<file path="src/rtl/mips_pkg.sv">
// Shared encodings for the MIPS-lite multi-cycle controller: instruction
// fields, datapath select codes, FSM states and the packed control word.
package mips_pkg;

    localparam logic [5:0] OP_RTYPE = 6'b000000;
    localparam logic [5:0] OP_ORI   = 6'b001101;
    localparam logic [5:0] OP_LUI   = 6'b001111;
    localparam logic [5:0] OP_LW    = 6'b100011;
    localparam logic [5:0] OP_SW    = 6'b101011;
    localparam logic [5:0] OP_BEQ   = 6'b000100;
    localparam logic [5:0] OP_J     = 6'b000010;

    localparam logic [5:0] FN_ADDU  = 6'b100001;
    localparam logic [5:0] FN_SUBU  = 6'b100011;

    localparam logic [2:0] ALU_ADD   = 3'b000;
    localparam logic [2:0] ALU_SUB   = 3'b001;
    localparam logic [2:0] ALU_OR    = 3'b010;
    localparam logic [2:0] ALU_PASSB = 3'b011;

    localparam logic [1:0] EXT_ZERO = 2'b00;
    localparam logic [1:0] EXT_SIGN = 2'b01;
    localparam logic [1:0] EXT_HIGH = 2'b10;

    localparam logic [1:0] NPC_SEQ = 2'b00;
    localparam logic [1:0] NPC_BR  = 2'b01;
    localparam logic [1:0] NPC_JMP = 2'b10;

    typedef enum logic [3:0] {
        S_FETCH,
        S_DECODE,
        S_EXE_R,
        S_EXE_I,
        S_MEM_ADR,
        S_MEM_RD,
        S_MEM_WB,
        S_MEM_WR,
        S_WB_R,
        S_WB_I,
        S_BRANCH,
        S_JUMP
    } state_t;

    typedef struct packed {
        logic       pc_wr;
        logic       ir_wr;
        logic       reg_write;
        logic       mem_write;
        logic       mem_read;
        logic       alu_src;
        logic       mem_to_reg;
        logic       reg_dst;
        logic [1:0] ext_op;
        logic [2:0] alu_op;
        logic [1:0] npc_sel;
        logic       retire;
        logic       illegal;
    } ctrl_t;

    localparam int CTRL_W = $bits(ctrl_t);

    function automatic logic is_legal(input logic [5:0] op, input logic [5:0] fn);
        case (op)
            OP_RTYPE: return (fn == FN_ADDU) || (fn == FN_SUBU);
            OP_ORI, OP_LUI, OP_LW, OP_SW, OP_BEQ, OP_J: return 1'b1;
            default:  return 1'b0;
        endcase
    endfunction

endpackage

</file>
<file path="src/rtl/mips_mc_outdec.sv">
// Combinational control-word decoder: current state plus instruction fields
// to every datapath enable and select. run = 0 forces the whole word to 0.
module mips_mc_outdec
    import mips_pkg::*;
(
    input  logic [3:0]        state,
    input  logic [5:0]        opcode,
    input  logic [5:0]        funct,
    input  logic              zero,
    input  logic              run,
    output logic [CTRL_W-1:0] ctrl
);

    ctrl_t c;

    always_comb begin
        c = '0;
        case (state_t'(state))
            S_FETCH: begin
                c.ir_wr   = 1'b1;
                c.pc_wr   = 1'b1;
                c.npc_sel = NPC_SEQ;
            end
            S_DECODE: begin
                if (!is_legal(opcode, funct)) begin
                    c.illegal = 1'b1;
                    c.retire  = 1'b1;
                end
            end
            S_EXE_R, S_WB_R: begin
                c.alu_op = (funct == FN_SUBU) ? ALU_SUB : ALU_ADD;
                if (state_t'(state) == S_WB_R) begin
                    c.reg_write = 1'b1;
                    c.reg_dst   = 1'b1;
                    c.retire    = 1'b1;
                end
            end
            S_EXE_I, S_WB_I: begin
                c.alu_src = 1'b1;
                if (opcode == OP_LUI) begin
                    c.ext_op = EXT_HIGH;
                    c.alu_op = ALU_PASSB;
                end else begin
                    c.ext_op = EXT_ZERO;
                    c.alu_op = ALU_OR;
                end
                if (state_t'(state) == S_WB_I) begin
                    c.reg_write = 1'b1;
                    c.retire    = 1'b1;
                end
            end
            // address path stays selected while memory is accessed
            S_MEM_ADR, S_MEM_RD, S_MEM_WR: begin
                c.alu_src = 1'b1;
                c.ext_op  = EXT_SIGN;
                c.alu_op  = ALU_ADD;
                c.mem_read  = (state_t'(state) == S_MEM_RD);
                c.mem_write = (state_t'(state) == S_MEM_WR);
                c.retire    = (state_t'(state) == S_MEM_WR);
            end
            S_MEM_WB: begin
                c.reg_write  = 1'b1;
                c.mem_to_reg = 1'b1;
                c.retire     = 1'b1;
            end
            S_BRANCH: begin
                c.alu_op  = ALU_SUB;
                c.npc_sel = NPC_BR;
                c.pc_wr   = zero;
                c.retire  = 1'b1;
            end
            S_JUMP: begin
                c.npc_sel = NPC_JMP;
                c.pc_wr   = 1'b1;
                c.retire  = 1'b1;
            end
            default: ;
        endcase
        if (!run) c = '0;
    end

    assign ctrl = c;

endmodule

</file>
<file path="src/rtl/mips_mc_ctrl.sv">
// Multi-cycle control FSM for the MIPS-lite core: state register and
// next-state logic; the control word comes from mips_mc_outdec.
//
//   state     | meaning
//   ----------+-----------------------------------------------
//   FETCH     | load IR, PC <= PC+4
//   DECODE    | classify opcode/funct, flag unsupported ones
//   EXE_R     | ALU add/sub on RD1, RD2
//   WB_R      | write ALU result to rd
//   EXE_I     | ALU or/pass-B on extended immediate
//   WB_I      | write ALU result to rt
//   MEM_ADR   | base + sign-extended offset
//   MEM_RD    | data-memory read
//   MEM_WB    | write memory data to rt
//   MEM_WR    | data-memory write
//   BRANCH    | compare, take branch if zero
//   JUMP      | load jump target
module mips_mc_ctrl
    import mips_pkg::*;
#(
    parameter int OP_W    = 6,
    parameter int FN_W    = 6,
    parameter int ALUOP_W = 3
) (
    input  logic               clk,
    input  logic               rst,
    input  logic [OP_W-1:0]    opcode,
    input  logic [FN_W-1:0]    funct,
    input  logic               zero,
    output logic               pc_wr,
    output logic               ir_wr,
    output logic               RegWrite,
    output logic               MemWrite,
    output logic               MemRead,
    output logic               ALUsrc,
    output logic               MemtoReg,
    output logic               RegDst,
    output logic [1:0]         ext_op,
    output logic [ALUOP_W-1:0] alu_op,
    output logic [1:0]         npc_sel,
    output logic               retire,
    output logic               illegal
);

    state_t            state, state_nx;
    logic [CTRL_W-1:0] ctrl_bits;
    ctrl_t             ctrl;

    always_ff @(posedge clk) begin
        if (!rst) state <= S_FETCH;
        else      state <= state_nx;
    end

    always_comb begin
        state_nx = S_FETCH;
        case (state)
            S_FETCH:   state_nx = S_DECODE;
            S_DECODE: begin
                if (is_legal(opcode, funct)) begin
                    case (opcode)
                        OP_RTYPE:       state_nx = S_EXE_R;
                        OP_ORI, OP_LUI: state_nx = S_EXE_I;
                        OP_LW, OP_SW:   state_nx = S_MEM_ADR;
                        OP_BEQ:         state_nx = S_BRANCH;
                        OP_J:           state_nx = S_JUMP;
                        default:        state_nx = S_FETCH;
                    endcase
                end
            end
            S_EXE_R:   state_nx = S_WB_R;
            S_EXE_I:   state_nx = S_WB_I;
            S_MEM_ADR: state_nx = (opcode == OP_LW) ? S_MEM_RD : S_MEM_WR;
            S_MEM_RD:  state_nx = S_MEM_WB;
            default:   state_nx = S_FETCH;
        endcase
    end

    mips_mc_outdec u_outdec (
        .state  (state),
        .opcode (opcode),
        .funct  (funct),
        .zero   (zero),
        .run    (rst),
        .ctrl   (ctrl_bits)
    );

    assign ctrl     = ctrl_t'(ctrl_bits);
    assign pc_wr    = ctrl.pc_wr;
    assign ir_wr    = ctrl.ir_wr;
    assign RegWrite = ctrl.reg_write;
    assign MemWrite = ctrl.mem_write;
    assign MemRead  = ctrl.mem_read;
    assign ALUsrc   = ctrl.alu_src;
    assign MemtoReg = ctrl.mem_to_reg;
    assign RegDst   = ctrl.reg_dst;
    assign ext_op   = ctrl.ext_op;
    assign alu_op   = ctrl.alu_op;
    assign npc_sel  = ctrl.npc_sel;
    assign retire   = ctrl.retire;
    assign illegal  = ctrl.illegal;

endmodule

</file>
<file path="config.mk">
export PLATFORM = sky130hd
export DESIGN_NAME = mips_mc_ctrl
export DESIGN_NICKNAME = d
export VERILOG_FILES = /design/src/rtl/mips_pkg.sv /design/src/rtl/mips_mc_outdec.sv /design/src/rtl/mips_mc_ctrl.sv
export SDC_FILE = /design/constraint.sdc
export NUM_CORES = 1
export LEC_CHECK = 0
export ABC_CLOCK_PERIOD_IN_PS = 1650
export CORE_MARGIN = 2
export CORE_UTILIZATION = 37
export DETAILED_ROUTE_END_ITERATION = 8
export GPL_ROUTABILITY_DRIVEN = 0
export GPL_TIMING_DRIVEN = 0
export PLACE_DENSITY = 0.81
export SLEW_MARGIN = 20
export SYNTH_ARGS = -nofsm -noshare
export SYNTH_HDL_FRONTEND = slang
export SYNTH_SLANG_ARGS = --single-unit
</file>
<file path="constraint.sdc">
create_clock -name clk -period 1.65 [get_ports clk]
set_input_delay 0.165 -clock clk [delete_from_list [all_inputs] [get_ports clk]]
set_output_delay 0.165 -clock clk [all_outputs]
set_load 0.01 [all_outputs]
</file>
==> flow_summary_export.csv <==
group,metric,value,unit
synthesis,synth_seq_cells,4,
cells_and_area,regArea,88.8,sq um
synthesis,seq_area_frac_synth,14.1,%
clocking,cts_buffers,3,
cells_and_area,drive_gt1_share,35.0,%
synthesis,synth_area_leaders,"dfxtp_1, nor2_1, a21oi_1",
detailed_routing,vias_per_cell,5.63,
grt,busiest_layer,"met2",
floorplan,die_w,43.2,um
grt,overflow,0,
clocking,clockRootBuffer,"clkbuf_4",
synthesis,netlist_area,569,sq um
setup_path,critPathKind,"flop to primary output",
timing,rsz0062_at_grt,"true",
place,post-place-ws,-0.891,ns
timing,period_minus_slack,1.80,ns
worst_hold_path,hold_path.class,"primary input to flop",
clocking,h-tree-depth,1,
timing,hold_viol,0,
timing,fin_worst_skew,0.00318,ns
detailed_routing,drt-initial-drc-count,27,
detailed_routing,vias,783,
floorplan,coreArea,0.00147,sq mm
timing,setup_viol,1,
timing,hold_ws,0.402,ns
cells_and_area,fill_cells,147,
synthesis,yosysWarningCount,0,
pwr,vdd_drop_max,0.000240,V
job,drv_cap,0,
grt,grt.total_usage,20.9,%
setup_path,cp-end-kind,"primary output",
cells_and_area,reg.largest.list,"state (4)",
grt,met3_usage,2.55,%
setup_path,start_kind,"flop",
setup_path,critical_path.max_fanout,2,
place,dp_hpwl,1390,um
place,placed_cell_area,890,sq um
timing,drv_slew,0,
detailed_routing,drtAntennaViolNets,0,
clocking,tritoncts,"done",
clocking,clock_path_buffers,2,
synthesis,synth_cell_type_count,37,
grt,antenna_found_initial,0,
cells_and_area,n_antenna_cell,0,
cells_and_area,fin_nets,140,
cells_and_area,postLayoutCellArea,970,sq um
synthesis,syn_inst,88,
floorplan,ios,32,
grt,use_met1,21.6,%
cells_and_area,syn_to_final_growth,70.3,%
clocking,clkLatencyLatePin,0.24,ns
detailed_routing,drcViolationCount,0,
pwr,powerDensity,374,mW/mm^2
grt,grt.met2_usage,41.8,%
cells_and_area,multi_input_area,520,sq um
synthesis,synth_top_area_share,14.1,%
detailed_routing,wl_per_cell,13.2,um
synthesis,synth_top_area_cell,"dfxtp_1",
outcome,failed_checks,"setup timing",
timing,final.setup.worst_slack,-0.154,ns
floorplan,rows,14,
synthesis,syn_area_per_cell,6.47,sq um
grt,grt_pass1_vias,757,
synthesis,yosys-top-cells-count,"nor2_1, a21oi_1, nand2_1, nor3_1",
timing,min_period_over_period,109,%
synthesis,synthArstFlopShare,0,%
grt,grt_start_max_net_pins,11,
synthesis,synth_enable_flop_cells,0,
setup_path,required,1.48,ns
detailed_routing,drt_wl_total,1830,um
synthesis,synth_nets,103,
clocking,clk_pin_slew,0.04,ns
cells_and_area,largest_reg_flops,4,
timing,fmax,554,MHz
outcome,status,"complete, but fails checks",
clocking,clkSinkCount,4,
grt,grt_pass1_wl,3040,um
pwr,leakage,0.442,nW
detailed_routing,first_pass_iters,4,
place,portBuffers,30,
floorplan,die_area,0.00187,sq mm
setup_path,crit_arrival,1.64,ns
cells_and_area,largest-register,"state",
pwr,total_power,0.363,mW
synthesis,yosysMostFrequentCell,"nor2_1",
floorplan,start_util,38.7,%
synthesis,ys.flop_type,"dfxtp_1",
floorplan,die_y,43.2,um
## metrics by stage
step                      setup TNS, ns  utilization, %  cells
after floorplan                       0               -     88
after global placement            -5.01            60.5    134
after detailed placement          -5.51            60.5    134
after CTS                        -0.180            66.4    138
after global routing             -0.300            65.9    139
final                            -0.154            65.9    139
## cell type report
cell class | instances | area share [%]
inverters | 2 | 0.774
multi-input cells | 76 | 53.7
well taps | 16 | 2.06
repair buffers | 32 | 26.7
clock buffers | 3 | 2.32
flip-flops and latches | 4 | 9.16
plain buffers | 6 | 5.29
## cell families after synthesis
logic type             synth area share, %
XOR/XNOR                              3.08
AO/OA/AOI/OAI                         26.4
flip-flops                            14.1
AND/OR/NAND/NOR                       49.9
buffers and inverters                 5.93
other                                0.659
## placed cells by master, fill, tap and decap left out, types with 2 or more instances in the layout
master / instances
clkdlybuf4s15_1: 2
nand3_1: 2
nor2_1: 14
nand2b_1: 2
clkdlybuf4s50_1: 2
clkbuf_4: 5
dlygate4sd2_1: 13
inv_1: 2
nor4b_1: 2
buf_2: 7
nand2_1: 6
or2b_1: 2
buf_4: 5
o211ai_1: 2
a21oi_1: 8
clkdlybuf4s15_2: 4
clkbuf_2: 2
and3_1: 2
or3_1: 2
dfxtp_4: 2
nand2b_4: 2
nor3_1: 6
## worst paths after layout
kind                       startpoint             endpoint  slack [ns]  cells after the start
hold reg to reg   state[2]$_SDFF_PN0_  state[1]$_SDFF_PN0_        0.65                      2
setup reg to reg  state[1]$_SDFF_PN0_  state[1]$_SDFF_PN0_        0.10                      5
hold / removal              opcode[3]  state[1]$_SDFF_PN0_        0.40                      4
setup / recovery  state[1]$_SDFF_PN0_               retire       -0.15                      4
## power by group
part           switching, mW  total, mW  leakage [nW]  internal (mW)
Clock                 0.0412      0.123        0.0138         0.0814
Sequential           0.00526      0.104        0.0344         0.0988
Combinational         0.0673      0.136         0.394         0.0691
## critical path: stages, from the launching register on
cell and delay, ns:
dfxtp_2 0.32, nand2b_4 0.14, or4_4 0.53, a221oi_2 0.24, buf_2 0.17
## timing repair
action                                  4_1_cts  5_1_grt
endpoints found under the setup margin       16       11
hold buffers                                  0        0
pin swaps                                     4        3
buffers inserted                              1        1
gates resized for setup                      78       17
## routing by layer
metal  wire length (um)  share of wire (%)
met5                  0                  0
met4                 10               0.55
met2                996                 54
met3                125                6.8
met1                700                 38
Note: power is estimated with default switching activity, not from simulation.
